[config.mk]
export PLATFORM = sky130hd
export DESIGN_NAME = fifo_arb
export DESIGN_NICKNAME = d
export VERILOG_FILES = /design/src/rtl/fifo_arb_pkg.sv /design/src/rtl/fifo_arb_rr_arbiter.sv /design/src/rtl/fifo_arb.sv
export SDC_FILE = /design/constraint.sdc
export NUM_CORES = 1
export LEC_CHECK = 0
export CORE_ASPECT_RATIO = 1.75
export CORE_MARGIN = 2
export CORE_UTILIZATION = 30
export CTS_CLUSTER_DIAMETER = 60
export DETAILED_ROUTE_END_ITERATION = 16
export SLEW_MARGIN = 10
export SYNTH_ARGS = -nofsm -noshare
export SYNTH_HDL_FRONTEND = slang
export SYNTH_SLANG_ARGS = --single-unit
[constraint.sdc]
create_clock -name clk -period 3.01 [get_ports clk]
set_input_delay 0.602 -clock clk [delete_from_list [all_inputs] [get_ports clk]]
set_output_delay 0.602 -clock clk [all_outputs]
set_load 0.01 [all_outputs]
[src/rtl/fifo_arb_pkg.sv]
// Shared constants for the FIFO push/pop arbiter: parameter defaults, op-state
// and priority encodings, and an index-width helper.
package fifo_arb_pkg;

    localparam int FA_WIDTH = 8;
    localparam int FA_NREQ  = 4;
    localparam int FA_DEPTH = 8;

    typedef enum logic [1:0] {
        IDLE = 2'd0,
        PUSH = 2'd1,
        POP  = 2'd2
    } op_e;

    typedef enum logic {
        PRIO_PUSH = 1'b0,
        PRIO_POP  = 1'b1
    } prio_e;

    function automatic int unsigned idx_width(input int unsigned n);
        return (n > 1) ? $clog2(n) : 1;
    endfunction

endpackage

[src/rtl/fifo_arb_rr_arbiter.sv]
// Round-robin picker: first eligible requester at or above the pointer,
// wrapping modulo NREQ.
module rr_arbiter
    import fifo_arb_pkg::*;
#(
    parameter  int NREQ = FA_NREQ,
    localparam int IW   = idx_width(NREQ)
) (
    input  logic [NREQ-1:0] i_elig,
    input  logic [IW-1:0]   i_ptr,
    output logic [NREQ-1:0] o_sel,
    output logic [IW-1:0]   o_idx
);

    localparam int unsigned NREQ_U = NREQ;

    logic          w_found;
    logic [IW-1:0] w_pos;

    always_comb begin
        o_sel   = '0;
        o_idx   = '0;
        w_found = 1'b0;
        w_pos   = '0;
        for (int unsigned k = 0; k < NREQ_U; k++) begin
            w_pos = IW'((32'(i_ptr) + k) % NREQ_U);
            if (!w_found && i_elig[w_pos]) begin
                o_sel[w_pos] = 1'b1;
                o_idx        = w_pos;
                w_found      = 1'b1;
            end
        end
    end

endmodule

[src/rtl/fifo_arb.sv]
// Arbitrates NREQ push requesters and one pop consumer onto a single external
// FIFO, keeping its own occupancy count so pushes and pops never overrun it.
module fifo_arb
    import fifo_arb_pkg::*;
#(
    parameter  int WIDTH = FA_WIDTH,
    parameter  int NREQ  = FA_NREQ,
    parameter  int DEPTH = FA_DEPTH,
    localparam int CW    = $clog2(DEPTH + 1),
    localparam int IW    = idx_width(NREQ)
) (
    input  logic                  clk,
    input  logic                  reset_n,
    input  logic [NREQ-1:0]       req,
    input  logic [NREQ*WIDTH-1:0] req_data,
    output logic [NREQ-1:0]       gnt,
    input  logic                  rd_req,
    output logic                  rd_valid,
    output logic [WIDTH-1:0]      rd_data,
    output logic                  fifo_push,
    output logic                  fifo_pop,
    output logic [WIDTH-1:0]      fifo_din,
    input  logic [WIDTH-1:0]      fifo_dout,
    input  logic                  fifo_full,
    input  logic                  fifo_empty,
    output logic [CW-1:0]         count,
    output logic                  err
);

    localparam logic [CW-1:0] DEPTH_C = CW'(DEPTH);

    op_e             r_op;
    op_e             w_op_nxt;
    prio_e           r_prio;
    logic [IW-1:0]   r_ptr;
    logic [NREQ-1:0] r_gnt;
    logic [WIDTH-1:0] r_din;
    logic            r_rd_valid;
    logic [CW-1:0]   r_count;
    logic            r_err;

    logic [NREQ-1:0] w_elig;
    logic [NREQ-1:0] w_sel;
    logic [IW-1:0]   w_idx;
    logic [WIDTH-1:0] w_din_sel;
    logic [CW-1:0]   w_count_eff;
    logic            w_push_ok;
    logic            w_pop_ok;

    assign w_elig = req & ~r_gnt;

    rr_arbiter #(.NREQ(NREQ)) u_rr (
        .i_elig (w_elig),
        .i_ptr  (r_ptr),
        .o_sel  (w_sel),
        .o_idx  (w_idx)
    );

    always_comb begin
        w_din_sel = '0;
        for (int unsigned i = 0; i < NREQ; i++) begin
            if (w_sel[i]) w_din_sel = req_data[i*WIDTH +: WIDTH];
        end
    end

    // Eligibility uses the count including the op in flight this cycle, so a
    // back-to-back push at DEPTH-1 cannot overrun the FIFO.
    always_comb begin
        w_count_eff = r_count;
        if (r_op == PUSH && r_count != DEPTH_C)
            w_count_eff = r_count + 1'b1;
        else if (r_op == POP && r_count != '0)
            w_count_eff = r_count - 1'b1;
    end

    assign w_push_ok = (|w_elig) && (w_count_eff < DEPTH_C);
    assign w_pop_ok  = rd_req && (r_op != POP) && !r_rd_valid && (w_count_eff != '0);

    always_comb begin
        w_op_nxt = IDLE;
        if (w_push_ok && w_pop_ok)
            w_op_nxt = (r_prio == PRIO_PUSH) ? PUSH : POP;
        else if (w_push_ok)
            w_op_nxt = PUSH;
        else if (w_pop_ok)
            w_op_nxt = POP;
    end

    always_ff @(posedge clk or negedge reset_n) begin
        if (!reset_n) begin
            r_op       <= IDLE;
            r_prio     <= PRIO_PUSH;
            r_ptr      <= '0;
            r_gnt      <= '0;
            r_din      <= '0;
            r_rd_valid <= 1'b0;
            r_count    <= '0;
            r_err      <= 1'b0;
        end else begin
            r_op       <= w_op_nxt;
            r_count    <= w_count_eff;
            r_rd_valid <= (r_op == POP);
            r_gnt      <= '0;
            if (w_push_ok && w_pop_ok)
                r_prio <= (r_prio == PRIO_PUSH) ? PRIO_POP : PRIO_PUSH;
            if (w_op_nxt == PUSH) begin
                r_gnt <= w_sel;
                r_din <= w_din_sel;
                r_ptr <= (w_idx == IW'(NREQ - 1)) ? '0 : w_idx + 1'b1;
            end
            // FIFO flags are only trusted when nothing is in flight
            if (r_op == IDLE &&
                ((fifo_full && r_count == '0) || (fifo_empty && r_count == DEPTH_C)))
                r_err <= 1'b1;
        end
    end

    assign gnt       = r_gnt;
    assign fifo_push = (r_op == PUSH);
    assign fifo_pop  = (r_op == POP);
    assign fifo_din  = r_din;
    assign rd_valid  = r_rd_valid;
    assign rd_data   = fifo_dout;
    assign count     = r_count;
    assign err       = r_err;

endmodule

==> results.yml <==
clock_network:
  clockBufferDepth: 2
  clkLatencyLatePin_ns: 0.26
  htreeDepth: 1
  cts_hold_buf: 0
  clock_sinks: 23
  cts_buffers: 3
  path_clk_slew_ns: 0.06
  cts_root_buf: "clkbuf_16"
  tritoncts: "yes"
critical_path:
  setup.worst_path.class: "primary input to register"
  cpPeakStageDelay_ns: 0.57
  cp_top_family: "compound AO/OA/AOI/OAI gates"
  critPathSlowestCell: "mux4_2"
  cp_data_arrival_time_ns: 2.98
  cp_cell_sequence: "clkdlybuf4s50_1 -> nor2b_1 -> mux4_2 -> a222oi_1 -> buf_4 -> o211ai_2 -> a311oi_1 -> o31ai_1"
  crit_buf_inv: 2
  crit_fanout: 6
  start_kind: "primary input"
  endpoint_kind: "register"
  cp.required_ns: 3.14
power:
  power_mw: 3.29
  power-per-cell-area_mw_per_mm2: 1140
  power.leakage_nw: 1.16
  ir_worst_vdd_mv: 0.533
drt:
  post_drt_wl_per_cell_um: 16.3
  ant_nets: 0
  drc: 0
  first_pass_iters: 4
  routed_wl_um: 5950
  num_vias: 1917
  first_iter_violations: 101
  via_per_inst: 5.24
synth:
  ys_types: 59
  synth_edf_count: 0
  syn_nets: 265
  synth-seq-area-share_pct: 29.0
  yosysTopAreaCell: "dfrtp_1"
  synthCells: 206
  yosys_warnings: 0
  synth.ff_latch_count: 23
  syn_area_per_cell_um2: 9.65
  synthesis.area_mm2: 0.00199
  async_flop_share_pct: 100
  synth_top_area_share_pct: 29.0
  ys.flop_type: "dfrtp_1"
  ys_top_cells_by_area: "dfrtp_1, ha_1, a311oi_1, a22oi_1, buf_4"
place:
  place_hpwl_um: 4540
  gp_congestion: 0.889
  placed_area_mm2: 0.00278
  io_buffer_count: 60
floorplanning:
  dieArea_mm2: 0.00732
  floorplan.core_area_mm2: 0.00649
  die_h_um: 112
  rows: 39
  initial_core_util_pct: 30.6
  die_w_um: 65.5
  io_pins: 77
global_routing:
  antenna_found_initial: 0
  grt_usage_pct: 16.0
  grt_max_degree: 24
  grt_overflow: 0
  grt_pass1_wl_um: 9200
  grt_pass1_vias: 1938
layout:
  antenna_cells: 0
  final_cell_area_mm2: 0.00289
  final_layout_size_suffix_gt1_share_pct: 19.0
  n_fill_cell: 641
  num-nets-final: 344
  area_delta_synth_final_pct: 45.3
sta:
  rsz0062_at_grt: "no"
  post-route-min-period_ns: 2.85
  worst_slew_pin_slew_ns: 0.395
  period_share_pct: 94.6
  finalSetupViolCount: 0
  drv_slew: 0
  finClkSkew_ns: 0.00623
  hold_viol: 0
  slew_headroom_pct: 73.3
  max_freq_mhz: 351
job:
  drv_cap: 0
run_status:
  run_status: "finished, final reports clean"
worst_hold_path:
  hp-class: "register to register"
-- cells in the mapped netlist (7+ instances only) --
cell       n
a21boi_0   9
a22oi_1   10
a311oi_1  10
buf_4     10
dfrtp_1   23
ha_1      10
inv_1     10
nand2_1    7
nand3_1   12
nor2_1     8
nor2b_1   11
o31ai_1    9
-- timing repair --
| action | CTS | global route |
|---|---|---|
| endpoints found under the setup margin | 0 | 8 |
| resized for setup | 0 | 4 |
| buffers inserted | 0 | 2 |
-- worst register-to-register path, delay by kind of cell, from the launching register on --
kind,cells,cell delay (ns)
compound gates,4,0.86
buf+inv,2,0.31
simple gates,3,0.76
fa+ha+maj,1,0.34
flops,1,0.38
-- stage by stage --
step	std cells	hold WS, ns	setup WS (ns)	utilization (%)	TNS (ns)
after detailed placement	359	0.480	-0.128	42.8	-0.832
after CTS	363	0.491	0.0456	44.1	0
after floorplan	206	0.306	0.0754	-	0
after global placement	359	0.452	-0.0992	42.8	-0.701
final	366	0.483	0.162	44.5	0
after global routing	366	0.504	0.0303	44.5	0
-- kinds of logic after synthesis --
kind of cell | count (synthesis) | share of synthesized area [%]
fa+ha+maj | 10 | 6.30
buf+inv | 26 | 8.00
simple gates | 75 | 25.0
xor+xnor | 4 | 1.76
mux | 3 | 2.14
compound gates | 65 | 27.8
flops | 23 | 29.0
-- report_power, final --
part	internal, mW	leakage, nW	switching, mW	total, mW
Combinational	1.19	0.835	1.22	2.41
Sequential	0.452	0.283	0.145	0.597
Clock	0.181	0.0382	0.106	0.286
Total	1.82	1.16	1.47	3.29
-- layer usage --
metal  GRT usage (%)  wire length [um]  part of all wire, %  vias up
met1            18.6              2350                   39      911
met4            5.56                90                  1.5        0
met3           0.808               193                  3.2        8
met2            30.0              3320                   56       47
met5               0                 0                    0        -
li1                -                 -                    -      951
-- registers in the layout (all words and copies together) (netlist names), named ones only --
name,count
err,1
r_op,2
gnt,4
r_ptr,1
fifo_din,8
r_prio,1
rd_valid,1
count,4
-- final cells by class --
| cell class | count | area [um^2] | share of cell area [%] |
|---|---|---|---|
| multi-input combinational | 158 | 1270 | 43.8 |
| inverter | 11 | 41.3 | 1.43 |
| tap | 82 | 103 | 3.55 |
| sequential | 23 | 576 | 19.9 |
| clock buffer | 4 | 78.8 | 2.73 |
| timing repair buffer | 88 | 823 | 28.5 |
-- final timing paths --
check / cells past startpoint / start / slack [ns] / to
worst min-delay path: 2 / err$_DFFE_PN0P_ / 0.48 / err$_DFFE_PN0P_
max in group asynchronous: 2 / reset_n / 2.07 / async pin
worst max register to register: 10 / r_ptr[1]$_DFFE_PN0P_ / 0.23 / fifo_din[1]$_DFFE_PN0P_
worst min register to register: 2 / err$_DFFE_PN0P_ / 0.48 / err$_DFFE_PN0P_
worst max-delay path: 8 / req[3] / 0.16 / fifo_din[1]$_DFFE_PN0P_
min in group asynchronous: 2 / reset_n / 0.70 / count[0]$_DFF_PN0_
-- placed cells by master (no fill, tap or decap), types with 3 or more instances in the layout --
cell and count:
a21oi_1 3, ha_1 9, dfrtp_1 23, nand2b_1 5, clkbuf_16 3, nor2b_2 4
o31ai_1 9, inv_1 9, buf_4 27, a22oi_1 10, nand3_1 12, a311oi_1 10
nor2b_1 10, nand2_1 7, nor2_1 8, nand4_1 5, and2_1 3, o21ai_0 3
clkdlybuf4s50_1 60, xnor2_1 3, a21boi_0 9
No activity file was read; power rests on OpenSTA's default activity.
